$ cat src/rtl/requestor_rr_arbiter_pkg.sv
// Shared constants and types for the round-robin request arbiter.
package requestor_rr_arbiter_pkg;

  localparam int N_REQ_DEFAULT  = 4;
  localparam int DATA_W_DEFAULT = 32;
  localparam int TAG_W_DEFAULT  = $clog2(N_REQ_DEFAULT);

  typedef enum logic [0:0] {
    IDLE   = 1'b0,
    LOCKED = 1'b1
  } arb_state_e;

  typedef struct packed {
    logic [DATA_W_DEFAULT-1:0] data;
    logic                      lock;
  } req_bundle_t;

endpackage

$ cat src/rtl/requestor_rr_arbiter_pick.sv
// Combinational first-valid search starting at start_i and wrapping modulo N.
// Zero latency; found_o low when no input is valid.
module rr_priority_pick #(
  parameter int N     = 4,
  parameter int IDX_W = 2
) (
  input  logic [N-1:0]     valid_i,
  input  logic [IDX_W-1:0] start_i,
  output logic             found_o,
  output logic [IDX_W-1:0] idx_o
);

  logic [2*N-1:0] rotated;
  logic [IDX_W:0] sum;

  // Doubling the vector turns the wrapped search into a plain right shift.
  assign rotated = {valid_i, valid_i} >> start_i;

  always_comb begin
    found_o = 1'b0;
    idx_o   = '0;
    sum     = '0;
    for (int k = N - 1; k >= 0; k--) begin
      if (rotated[k]) begin
        found_o = 1'b1;
        sum     = {1'b0, start_i} + (IDX_W+1)'(k);
        if (sum >= (IDX_W+1)'(N)) sum = sum - (IDX_W+1)'(N);
        idx_o   = sum[IDX_W-1:0];
      end
    end
  end

endmodule

$ cat src/rtl/requestor_rr_arbiter.sv
// N-way round-robin arbiter with locked bursts feeding a one-entry registered output stage.
// One cycle handshake-to-valid; no grant while the held beat is not accepted downstream.
module requestor_rr_arbiter
  import requestor_rr_arbiter_pkg::*;
#(
  parameter int N_REQ  = N_REQ_DEFAULT,
  parameter int DATA_W = DATA_W_DEFAULT,
  parameter int TAG_W  = $clog2(N_REQ)
) (
  input  logic                         clk,
  input  logic                         reset,
  input  logic [N_REQ-1:0]             io_requestor_req_valid,
  output logic [N_REQ-1:0]             io_requestor_req_ready,
  input  logic [N_REQ-1:0][DATA_W-1:0] io_requestor_req_bits_data,
  input  logic [N_REQ-1:0]             io_requestor_req_bits_lock,
  output logic                         io_mem_req_valid,
  input  logic                         io_mem_req_ready,
  output logic [DATA_W-1:0]            io_mem_req_bits_data,
  output logic [TAG_W-1:0]             io_mem_req_bits_tag,
  output logic                         io_locked
);

  arb_state_e        state_q, state_d;
  logic [TAG_W-1:0]  owner_q, owner_d;
  logic [TAG_W-1:0]  rr_ptr_q, rr_ptr_d;
  logic              out_vld_q, out_vld_d;
  logic [DATA_W-1:0] out_dat_q, out_dat_d;
  logic [TAG_W-1:0]  out_tag_q, out_tag_d;

  logic [N_REQ-1:0]  eligible;
  logic [TAG_W-1:0]  start_idx;
  logic              found;
  logic [TAG_W-1:0]  win_idx;
  logic              slot_free;
  logic              grant;

  assign slot_free = !out_vld_q || io_mem_req_ready;
  assign start_idx = (rr_ptr_q == TAG_W'(N_REQ - 1)) ? '0 : rr_ptr_q + 1'b1;

  // While locked only the owner may compete; the search start is then irrelevant.
  always_comb begin
    eligible = io_requestor_req_valid;
    if (state_q == LOCKED) begin
      eligible = '0;
      eligible[owner_q] = io_requestor_req_valid[owner_q];
    end
  end

  rr_priority_pick #(
    .N     (N_REQ),
    .IDX_W (TAG_W)
  ) u_pick (
    .valid_i (eligible),
    .start_i (start_idx),
    .found_o (found),
    .idx_o   (win_idx)
  );

  assign grant = found && slot_free && !reset;

  always_comb begin
    io_requestor_req_ready = '0;
    io_requestor_req_ready[win_idx] = grant;
  end

  always_comb begin
    state_d   = state_q;
    owner_d   = owner_q;
    rr_ptr_d  = rr_ptr_q;
    out_vld_d = out_vld_q;
    out_dat_d = out_dat_q;
    out_tag_d = out_tag_q;
    if (grant) begin
      out_vld_d = 1'b1;
      out_dat_d = io_requestor_req_bits_data[win_idx];
      out_tag_d = win_idx;
      rr_ptr_d  = win_idx;
      if (state_q == IDLE && io_requestor_req_bits_lock[win_idx]) begin
        state_d = LOCKED;
        owner_d = win_idx;
      end else if (state_q == LOCKED && !io_requestor_req_bits_lock[win_idx]) begin
        state_d = IDLE;
      end
    end else if (slot_free) begin
      out_vld_d = 1'b0;
    end
  end

  always_ff @(posedge clk) begin
    if (reset) begin
      state_q   <= IDLE;
      owner_q   <= '0;
      rr_ptr_q  <= TAG_W'(N_REQ - 1);
      out_vld_q <= 1'b0;
      out_dat_q <= '0;
      out_tag_q <= '0;
    end else begin
      state_q   <= state_d;
      owner_q   <= owner_d;
      rr_ptr_q  <= rr_ptr_d;
      out_vld_q <= out_vld_d;
      out_dat_q <= out_dat_d;
      out_tag_q <= out_tag_d;
    end
  end

  assign io_mem_req_valid     = out_vld_q;
  assign io_mem_req_bits_data = out_dat_q;
  assign io_mem_req_bits_tag  = out_tag_q;
  assign io_locked            = (state_q == LOCKED);

endmodule

$ cat config.mk
export PLATFORM = sky130hd
export DESIGN_NAME = requestor_rr_arbiter
export DESIGN_NICKNAME = d
export VERILOG_FILES = /design/src/rtl/requestor_rr_arbiter_pkg.sv /design/src/rtl/requestor_rr_arbiter_pick.sv /design/src/rtl/requestor_rr_arbiter.sv
export SDC_FILE = /design/constraint.sdc
export NUM_CORES = 1
export LEC_CHECK = 0
export CAP_MARGIN = 20
export CELL_PAD_IN_SITES_DETAIL_PLACEMENT = 1
export CELL_PAD_IN_SITES_GLOBAL_PLACEMENT = 1
export CORE_ASPECT_RATIO = 1.25
export CORE_UTILIZATION = 26
export DETAILED_ROUTE_END_ITERATION = 6
export HOLD_SLACK_MARGIN = 0.12
export PLACE_DENSITY_LB_ADDON = 0.15
export SLEW_MARGIN = 20
export SYNTH_ARGS = -nofsm -noshare
export SYNTH_HDL_FRONTEND = slang
export SYNTH_SLANG_ARGS = --single-unit
$ cat constraint.sdc
create_clock -name clk -period 2.92 [get_ports clk]
set_clock_uncertainty 0.1 [all_clocks]
set_input_delay 0.292 -clock clk [delete_from_list [all_inputs] [get_ports clk]]
set_output_delay 0.292 -clock clk [all_outputs]
set_load 0.02 [all_outputs]
==> impl_metrics.csv <==
group,metric,value,unit
cells_and_area,multi_input_area,1840,sq um
min_path,hold_depth,2,
power,p_seq_share,17.1,%
timing,fin_crit,2.71,ns
cts,cts_root_buffer,"clkbuf_16",
synth,ys_ff_latch,40,
power,power,5170,uW
global_routing,grt_use_total,21.3,%
min_path,min_path_type,"reg -> reg",
routing,via_per_inst,5.23,
cts,clk_pin_slew,0.06,ns
synth,synth_fp_nets,479,
synth,synthCells,338,
power,irDropWorstVdd,0.704,mV
global_routing,grt_pass1_wl,18600,um
routing,wl_per_cell,18.6,um
cts,clkSinkCount,40,
place,hpwlAfterDp,9080,um
synth,ys.warnings.count,0,
routing,drt_iter0_markers,87,
die,row_count,42,
power,p_switching,2410,uW
global_routing,grt_remaining_overflow,0,
routing,ant_nets,0,
cts,clk_latency,0.29,ns
power,powerDensity,1040,nW/um^2
synth,synth_area,2880,sq um
cells_and_area,area_growth,73.2,%
synth,ys_types,39,
timing,maxSlewHeadroom,72.7,%
global_routing,grt_max_degree,34,
job,cap_viol_max_count,0,
place,numPortBuffers,178,
power,intPower,2760,uW
cells_and_area,final_net_count,657,
critical_path,r2r_cells,11,
critical_path,critical_path_class,"reg -> out",
cts,h-tree-depth,2,
die,boundaryPins,179,
die,die_x,96.1,um
critical_path,cp.arrival,2.32,ns
cts,cts_tree,"yes",
cts,numCtsBuffers,5,
place,gp_congestion,0.858,
cells_and_area,drive_gt1_share,11.8,%
timing,setup_tns,0,ns
timing,setup_viol,0,
synth,async_reset_ff_share,0,%
critical_path,cp-end-kind,"output pin",
synth,ys_seq_area_share,27.8,%
timing,timing.final.crit_share,92.7,%
cts,cts_buffer_depth,2,
routing,wl,12100,um
timing,tightest_slew,0.410,ns
routing,dr.pass1.iters,4,
power,p_leak,0.00198,uW
cells_and_area,fillers,1261,
critical_path,cp.required,2.53,ns
power,switching_share,46.6,%
timing,rsz0062_at_grt,"false",
global_routing,grt_pass1_vias,3687,
critical_path,crit_path_max_fanout,7,
cells_and_area,regArea,801,sq um
cells_and_area,n_antenna_cell,0,
synth,yosys_most_used_dff,"dfxtp_1",
status,status,"finished, final reports clean",
synth,synth_edf_count,0,
place,dpl.cell_count,641,
die,die_h,120,um
die,coreArea,10700,sq um
power,p_comb_share,70.4,%
cells_and_area,final_cells,649,
die,start_util,27.0,%
timing,max_freq,0.369,GHz
routing,via_count,3396,
timing,finalHoldViolCount,0,
global_routing,antenna_found_initial,0,
timing,maxSlewViolCount,0,
critical_path,startpoint_type,"flip-flop",
power,clkPwrFrac,12.5,%
synth,avgSynthCellArea,8.51,sq um
routing,drc,0,
die,die_area,11500,sq um
==> placed cells by master (no fill, tap or decap), drive strengths merged <==
| cell type | instances |
|---|---|
| nand2 | 39 |
| a211oi | 4 |
| bufinv | 1 |
| inv | 5 |
| a21bo | 1 |
| and3 | 1 |
| a211o | 32 |
| nor2b | 2 |
| mux2i | 34 |
| nor3 | 5 |
| nor2 | 10 |
| dlygate4sd2 | 4 |
| o31ai | 1 |
| clkdlybuf4s50 | 174 |
| a2bb2oi | 1 |
| a21oi | 8 |
| o21a | 2 |
| clkinv | 1 |
| o311ai | 1 |
| o21ai | 36 |
| or3 | 1 |
| clkbuf | 5 |
| a21boi | 2 |
| nand3 | 32 |
| a31oi | 1 |
| nand3b | 2 |
| nand2b | 4 |
| and2 | 3 |
| buf | 27 |
| a21o | 1 |
| o211ai | 33 |
| clkinvlp | 1 |
| o311a | 1 |
| ha | 2 |
| dfxtp | 40 |
==> final cells by class <==
cell class,count,area share [%]
repair buffers,205,40.0
multi-input cells,259,36.9
clock inverters,3,0.853
flip-flops and latches,40,16.1
inverters,5,0.377
clock buffers,5,2.51
well taps,132,3.31
==> synthesized netlist by cell type (all sizes together) (3+ instances only) <==
cell	count	area share, %
a211o	32	9.7
a211oi	4	1.2
a21oi	8	1.4
and2	3	0.65
buf	26	7.2
clkbuf	8	1.2
dfxtp	40	28
inv	5	0.65
mux2i	34	12
nand2	39	5.7
nand2b	4	0.87
nand3	32	5.6
nor2	10	1.3
nor3	5	0.87
o211ai	33	11
o21ai	36	6.4
==> sequential cells by signal (all words and copies together) (netlist names) <==
name	count
io_mem_req_bits_data	32
io_mem_req_bits_tag	2
owner_q	2
rr_ptr_q	2
io_locked	1
io_mem_req_valid	1
==> power by group through the flow <==
| stage | clock network (uW) | registers, uW | logic [uW] |
|---|---|---|---|
| after global routing | 685 | 910 | 3960 |
| after CTS | 665 | 888 | 3700 |
| final | 644 | 884 | 3640 |
| after floorplan | 0 | 1090 | 2300 |
| after global placement | 0 | 888 | 3600 |
| after detailed placement | 0 | 895 | 3700 |
==> cells by family (layout without fill, tap and decap cells) <==
logic type	after synthesis	after routing	synth area share [%]
AOI/OAI and AO/OA	124	124	34.0
and+or+nand+nor	99	99	16.5
DFF	40	40	27.8
buffers and inverters	39	218	9.00
muxes	34	34	11.8
adders and majority gates	2	2	0.869
==> worst max-delay path: stages (launching register included) <==
cell,delay [ns]
dfxtp_1,0.48
nand2b_1,0.14
a211oi_1,0.34
o21a_1,0.27
nor2_1,0.10
buf_4,0.16
nor3_1,0.18
dlygate4sd2_1,0.36
==> final timing paths <==
kind | startpoint | end | slack, ns
setup reg to reg | rr_ptr_q[0] | owner_q[1] | 0.22
hold / removal | rr_ptr_q[1] | rr_ptr_q[1] | 0.35
setup / recovery | owner_q[1] | io_requestor_req_ready[0] | 0.21
hold reg to reg | rr_ptr_q[1] | rr_ptr_q[1] | 0.35
==> metrics by stage <==
stage          util (%)  instance area (sq um)  setup slack [ns]  hold WS, ns
2_1_floorplan         -                   2880             0.266        0.261
3_3_place_gp       45.2                   4820            0.0369        0.340
3_5_place_dp       45.2                   4820          -0.00881        0.349
4_1_cts            46.7                   4980             0.201        0.360
5_1_grt            46.7                   4980            0.0247        0.389
6_report           46.7                   4980             0.212        0.355
==> what timing repair did <==
action                                  in CTS  in global routing
endpoints found under the setup margin       4                  0
setup buffers                                0                  0
resized for setup                            5                  0
hold buffers                                 0                  0
==> layer usage <==
metal	GRT usage (%)	vias to the layer above	part of all wire, %
met5	0	-	0
met4	6.06	0	1.2
met3	3.87	10	6.4
met2	39.0	103	53
met1	24.6	1669	39
li1	-	1614	-
(Power assumes the default switching activity.)
